[src/rtl/i_fetch_pkg.sv]
// Shared types and constants for the instruction-fetch stage.
// Holds the fetch state encoding, the NOP word and the default reset PC.
package i_fetch_pkg;

    typedef enum logic [1:0] {
        RUN  = 2'd0,
        MISS = 2'd1,
        HOLD = 2'd2
    } fetch_state_t;

    localparam logic [31:0] NOP              = 32'h0000_0000;
    localparam logic [31:0] DEFAULT_RESET_PC = 32'h0000_0000;

endpackage

[src/rtl/i_fetch.sv]
// Instruction fetch: owns the PC, requests the I-cache and fills the IF/ID register.
// Latency: a hit lands in IF/ID at the next edge; a miss adds one bubble per memory cycle.
// Backpressure: stall holds IF/ID; a word returned under stall parks in the hold buffer.
module i_fetch
    import i_fetch_pkg::*;
#(
    parameter int                 A_WIDTH  = 32,
    parameter logic [A_WIDTH-1:0] RESET_PC = A_WIDTH'(DEFAULT_RESET_PC)
) (
    input  logic               clk,
    input  logic               clrn,
    output logic [A_WIDTH-1:0] i_a,
    output logic               i_strobe,
    input  logic [31:0]        i_din,
    input  logic               i_ready,
    input  logic               stall,
    input  logic               redirect,
    input  logic [A_WIDTH-1:0] redirect_pc,
    output logic [31:0]        if_inst,
    output logic [A_WIDTH-1:0] if_pc,
    output logic [A_WIDTH-1:0] if_pc4,
    output logic               if_valid,
    output logic               fetch_busy,
    output logic [15:0]        miss_cycles
);

    fetch_state_t       state, state_nxt;
    logic [A_WIDTH-1:0] pc, pc_nxt, pc_inc, rp;
    logic [31:0]        hold_inst, hold_inst_nxt;
    logic [A_WIDTH-1:0] hold_pc, hold_pc_nxt;
    logic               squash, squash_nxt;
    logic [A_WIDTH-1:0] redir_tgt, redir_tgt_nxt;
    logic [31:0]        if_inst_nxt;
    logic [A_WIDTH-1:0] if_pc_nxt;
    logic               if_valid_nxt;
    logic               strobe_c, load_fetch, load_hold;

    assign rp         = redirect_pc & ~A_WIDTH'(3);
    assign pc_inc     = pc + A_WIDTH'(4);
    assign i_a        = pc;
    assign if_pc4     = if_pc + A_WIDTH'(4);
    assign fetch_busy = (state == MISS);
    // The request must drop while reset is held so the cache abandons any transfer.
    assign i_strobe   = clrn & strobe_c;

    always_comb begin
        state_nxt     = state;
        pc_nxt        = pc;
        hold_inst_nxt = hold_inst;
        hold_pc_nxt   = hold_pc;
        squash_nxt    = squash;
        redir_tgt_nxt = redir_tgt;
        if_inst_nxt   = if_inst;
        if_pc_nxt     = if_pc;
        if_valid_nxt  = if_valid;
        strobe_c      = 1'b0;
        load_fetch    = 1'b0;
        load_hold     = 1'b0;
        case (state)
            RUN: begin
                strobe_c = ~stall & ~redirect;
                if (redirect) begin
                    pc_nxt       = rp;
                    if_valid_nxt = 1'b0;
                end else if (!stall) begin
                    if (i_ready) begin
                        load_fetch = 1'b1;
                    end else begin
                        state_nxt    = MISS;
                        if_valid_nxt = 1'b0;
                    end
                end
            end
            MISS: begin
                // pc is frozen here; a redirect only retargets the fetch after the miss ends.
                strobe_c = 1'b1;
                if (i_ready && (squash || redirect)) begin
                    pc_nxt       = redirect ? rp : redir_tgt;
                    squash_nxt   = 1'b0;
                    if_valid_nxt = 1'b0;
                    state_nxt    = RUN;
                end else if (redirect) begin
                    squash_nxt    = 1'b1;
                    redir_tgt_nxt = rp;
                    if_valid_nxt  = 1'b0;
                end else if (i_ready && stall) begin
                    hold_inst_nxt = i_din;
                    hold_pc_nxt   = pc;
                    state_nxt     = HOLD;
                end else if (i_ready) begin
                    load_fetch = 1'b1;
                    state_nxt  = RUN;
                end else if (!stall) begin
                    if_valid_nxt = 1'b0;
                end
            end
            HOLD: begin
                if (redirect) begin
                    pc_nxt       = rp;
                    if_valid_nxt = 1'b0;
                    state_nxt    = RUN;
                end else if (!stall) begin
                    load_hold = 1'b1;
                    state_nxt = RUN;
                end
            end
            default: state_nxt = RUN;
        endcase
        if (load_fetch) begin
            if_inst_nxt  = i_din;
            if_pc_nxt    = pc;
            if_valid_nxt = 1'b1;
            pc_nxt       = pc_inc;
        end
        if (load_hold) begin
            if_inst_nxt  = hold_inst;
            if_pc_nxt    = hold_pc;
            if_valid_nxt = 1'b1;
            pc_nxt       = pc_inc;
        end
    end

    always_ff @(posedge clk or negedge clrn) begin
        if (!clrn) begin
            state       <= RUN;
            pc          <= RESET_PC;
            hold_inst   <= NOP;
            hold_pc     <= '0;
            squash      <= 1'b0;
            redir_tgt   <= '0;
            if_inst     <= NOP;
            if_pc       <= '0;
            if_valid    <= 1'b0;
            miss_cycles <= '0;
        end else begin
            state     <= state_nxt;
            pc        <= pc_nxt;
            hold_inst <= hold_inst_nxt;
            hold_pc   <= hold_pc_nxt;
            squash    <= squash_nxt;
            redir_tgt <= redir_tgt_nxt;
            if_inst   <= if_inst_nxt;
            if_pc     <= if_pc_nxt;
            if_valid  <= if_valid_nxt;
            if (state == MISS && miss_cycles != 16'hFFFF)
                miss_cycles <= miss_cycles + 16'd1;
        end
    end

endmodule

[config.mk]
export PLATFORM = sky130hd
export DESIGN_NAME = i_fetch
export DESIGN_NICKNAME = d
export VERILOG_FILES = /design/src/rtl/i_fetch_pkg.sv /design/src/rtl/i_fetch.sv
export SDC_FILE = /design/constraint.sdc
export NUM_CORES = 1
export LEC_CHECK = 0
export CAP_MARGIN = 10
export CORE_UTILIZATION = 52
export CTS_CLUSTER_DIAMETER = 40
export DETAILED_ROUTE_END_ITERATION = 6
export PLACE_DENSITY_LB_ADDON = 0.3
export SLEW_MARGIN = 20
export SYNTH_ARGS = -nofsm -noshare
export SYNTH_HDL_FRONTEND = slang
export SYNTH_SLANG_ARGS = --single-unit
[constraint.sdc]
create_clock -name clk -period 2.5 [get_ports clk]
set_clock_uncertainty 0.2 [all_clocks]
set_input_delay 0.25 -clock clk [delete_from_list [all_inputs] [get_ports clk]]
set_output_delay 0.25 -clock clk [all_outputs]
set_load 0.03 [all_outputs]
==> impl_summary.txt <==
----------------------------------------------------
[Run status]
  Outcome ... complete, but fails checks
  Violated checks ... setup timing

[Drt]
  Overall via count from detail_route ... around 8600
  Vias/cell ... 5.57
  Remaining DRCs ... 0
  DRT Pass-1 Iters ... 7
  Violation count after the first detailed-routing iteration ... ~570
  Wirelength per Cell ... between 15 and 20 µm
  Routed length on met1 ... around 12000 µm
  Number of nets with antenna violations after routing ... 0
  Met3 WL ... 1520 µm
  Routed met2 length ... about 13000 µm
  Max layer used ... met4
  Routed wire length ... about 27000 µm

[Pwr]
  Leakage power ... around 6.4 nW
  Maximum VDD drop ... around 0.50 mV
  PD cells ... roughly 930 nW/µm²

[STA]
  Transition at the pin with the smallest max-transition slack ... roughly 640 ps
  Final hold slack ... 203 ps
  Worst Slack Setup Final ... -62.6 ps
  TNS Setup ... -167 ps
  Final number of hold-violating endpoints ... 0
  Endpoints failing setup ... 4
  Final worst path period need ... roughly 2600 ps
  Unrepaired setup endpoints after global routing ... yes
  Post-route clock period utilization ... 103%
  Maximum achievable frequency ... just under 400 MHz
  Number of slew-limit violations in the final report ... 0
  Worst slew margin ... 57.4%

[CTS]
  Total clock buffers created by CTS ... 34
  # clock sinks ... 212
  Clock Tree Buf Depth ... 3
  Number of H-tree levels ... 2
  Clk_lat worst skew ... 490 ps
  CTS tree ... done
  Clock Pin Slew Worst Setup and Hold Paths ... about 60 ps
  Library cell used as clock root buffer ... sky130_fd_sc_hd__clkbuf_16

[Worst setup path]
  Critical path's most frequent cell ... sky130_fd_sc_hd__and4_4
  Arrival time at the worst endpoint ... around 2100 ps
  Critical path class ... flip-flop to output pin
  Delay contributed by the slowest stage of the critical path ... 350 ps
  Setup crit end kind ... output pin
  Nature of the critical path startpoint ... flip-flop
  Cell-by-cell trace of the critical path ... and4_4 -> and4_4 -> and4_4 -> buf_12 -> nand3_4 -> xnor2_2 -> buf_6
  Highest fanout seen on the critical path ... 3
  R2R depth ... 6
  Worst path required time ... about 2100 ps
  Highest-delay cell along the critical path ... sky130_fd_sc_hd__dfrtp_1

[Place]
  Post-place setup slack ... between 80 and 90 ps
  Placement Cell Area ... between 10000 and 15000 µm²
  Post-detailed-placement half-perimeter wirelength ... 18400 µm
  Port Buffers ... about 210
  Final weighted congestion in routability-driven placement ... between 0.8 and 0.9

[Synthesis]
  Number of instances in the synthesized netlist ... a little under 1000
  Cell types with the highest counts after synthesis ... sky130_fd_sc_hd__dfrtp_1 (212), sky130_fd_sc_hd__nand2_1 (165), sky130_fd_sc_hd__mux2_2 (90)
  Adder-cell share of the synthesized area ... less than 1%
  Share of cell area taken by muxes after synthesis ... about 17%
  Share of Yosys cell area claimed by the top area cell type ... about half
  Avg Synthesized Cell Area ... around 10 µm²
  Share of synthesized registers carrying an async set or reset ... 100%
  Main combinational cell family by area after synthesis ... multiplexers
  #FFs+latches synth ... 212
  Post-Syn Area ... around 10000 µm²
  Post-synthesis net count ... about 1100
  Count of synthesis-stage warnings from yosys ... 0
  Share of synthesized area occupied by flip-flops and latches ... approximately half
  Most instantiated library cell after synthesis ... sky130_fd_sc_hd__dfrtp_1
  Number of flops mapped to enable cells by yosys ... 0
  Biggest area contributors in the synthesized netlist ... sky130_fd_sc_hd__dfrtp_1 (52%), sky130_fd_sc_hd__mux2_2 (9.8%), sky130_fd_sc_hd__mux2i_1 (6.8%), sky130_fd_sc_hd__nand2_1 (6.0%), sky130_fd_sc_hd__o21ai_0 (4.3%)
  Prevailing post-synth register cell ... sky130_fd_sc_hd__dfrtp_1
  Compound-gate portion of the synthesized area ... under 10%
  XOR/XNOR Fraction of Synth Area ... approximately 3.6%
  Library cells used by synthesis ... ~60
  Yosys top cell by area ... sky130_fd_sc_hd__dfrtp_1
  Area share of and/or/nand/nor cells after synthesis ... 15.1%

[Layout]
  Non-Filler Cell Area, Final ... ~15000 µm²
  Post-synthesis to final-layout area growth ... 42.1%
  Number of filler instances in the final layout ... between 1000 and 1500
  Number of antenna diodes ... 0
  Total Nets Final ... 1326
  Share of post-route cells with drive strength above 1 ... between 20% and 30%
  Fraction of the core area covered by cells at the end of the flow ... ~75%

[Flow run]
  Max-capacitance violation count ... 0

[Die]
  Die area ... 20400 µm²
  Die Wd ... between 100 and 150 µm
  Vert. Die Dim ... about 140 µm
  Core ar. ... between 15000 and 20000 µm²
  Top Ports ... between 200 and 250
  Initial Utilization ... 52.9%
  Std-Cell Rows ... 51

[Global routing]
  All-layer global routing usage ... about 27%
  Global-route congestion overflow total ... 0
  Vias in the first global route ... between 8000 and 9000
  Initial antenna violation count ... 0
  Wire length of the first global-routing pass ... ~43000 µm
  Maximum number of pins on one net before global-route repair ... approximately 110

[Hold path]
  Cell depth of the worst hold path ... 2
  Worst Hold Class ... primary input to flip-flop

----------------------------------------------------
==> critical path: cells and delay by family (launching register included) <==
kind / cells / cell delay [ps]
AND/OR/NAND/NOR: 4 / 820
flip-flops: 1 / 350
buffers and inverters: 2 / 270
XOR/XNOR: 1 / 180
==> cell usage in the layout, fill, tap and decap left out, types with 30 or more instances in the layout <==
cell type / instances
sky130_fd_sc_hd__nand3_1: 34
sky130_fd_sc_hd__nand2_1: 162
sky130_fd_sc_hd__clkbuf_16: 37
sky130_fd_sc_hd__mux2i_1: 70
sky130_fd_sc_hd__a21oi_1: 30
sky130_fd_sc_hd__o21ai_0: 88
sky130_fd_sc_hd__buf_4: 80
sky130_fd_sc_hd__dfrtp_1: 210
sky130_fd_sc_hd__clkdlybuf4s50_1: 182
sky130_fd_sc_hd__mux2_2: 90
==> layout make-up <==
class	instances	area, µm²	area share [%]
flip-flops and latches	212	5310	36.3
multi-input cells	702	4840	33.0
repair buffers	294	2940	20.1
clock buffers	45	986	6.74
well taps	265	332	2.27
clock inverters	15	194	1.33
inverters	10	37.5	0.256
==> per-layer routing <==
| layer | up-vias | track usage (%) |
|---|---|---|
| met4 | 0 | 8.94 |
| met5 | - | 0 |
| met2 | 322 | 41.8 |
| li1 | 4053 | - |
| met3 | 70 | 4.56 |
| met1 | 4150 | 38.6 |
==> per-stage QoR <==
stage / std cells / power [W]
after floorplan: 988 / 0.00697
after global placement: 1466 / 0.00866
after detailed placement: 1466 / 0.00881
after CTS: 1537 / 0.0137
after global routing: 1543 / 0.0143
final: 1543 / 0.0137
==> registers in the layout, summed over array words and instances (netlist names) <==
register / cells
hold_inst: 32
hold_pc: 32
i_a: 32
if_inst: 32
if_pc: 32
if_valid: 1
miss_cycles: 16
redir_tgt: 32
squash: 1
state: 2
==> cells by family after synthesis <==
| kind of cell | Yosys count |
|---|---|
| AND/OR/NAND/NOR | 329 |
| buffers and inverters | 74 |
| flip-flops | 212 |
| multiplexers | 160 |
| AO/OA/AOI/OAI | 168 |
| XOR/XNOR | 42 |
| adder cells (fa/ha/maj) | 3 |
==> power by group <==
| group | switching [W] | internal, W |
|---|---|---|
| Combinational | 0.00217 | 0.00183 |
| Clock | 0.00159 | 0.00319 |
| Sequential | 0.000636 | 0.00425 |
==> what timing repair did <==
action | 4_1_cts | 5_1_grt
buffers inserted | 10 | 6
setup endpoints to repair | 22 | 21
hold endpoints to repair | 212 | 0
pin swaps | 9 | 15
hold buffers | 1 | 0
gates resized for setup | 29 | 21
==> path summary, 6_finish.rpt <==
| path | from | end | slack, ps |
|---|---|---|---|
| min in group asynchronous | clrn | i_a[29] | 250 |
| hold / removal | i_din[1] | hold_inst[1] | 200 |
| setup reg to reg | i_a[17] | i_a[27] | 210 |
| setup / recovery | if_pc[20] | if_pc4[31] | -60 |
| hold reg to reg | if_inst[15] | if_inst[15] | 280 |
| max in group asynchronous | clrn | miss_cycles[0] | 1330 |
Note: power is estimated with default switching activity, not from simulation.
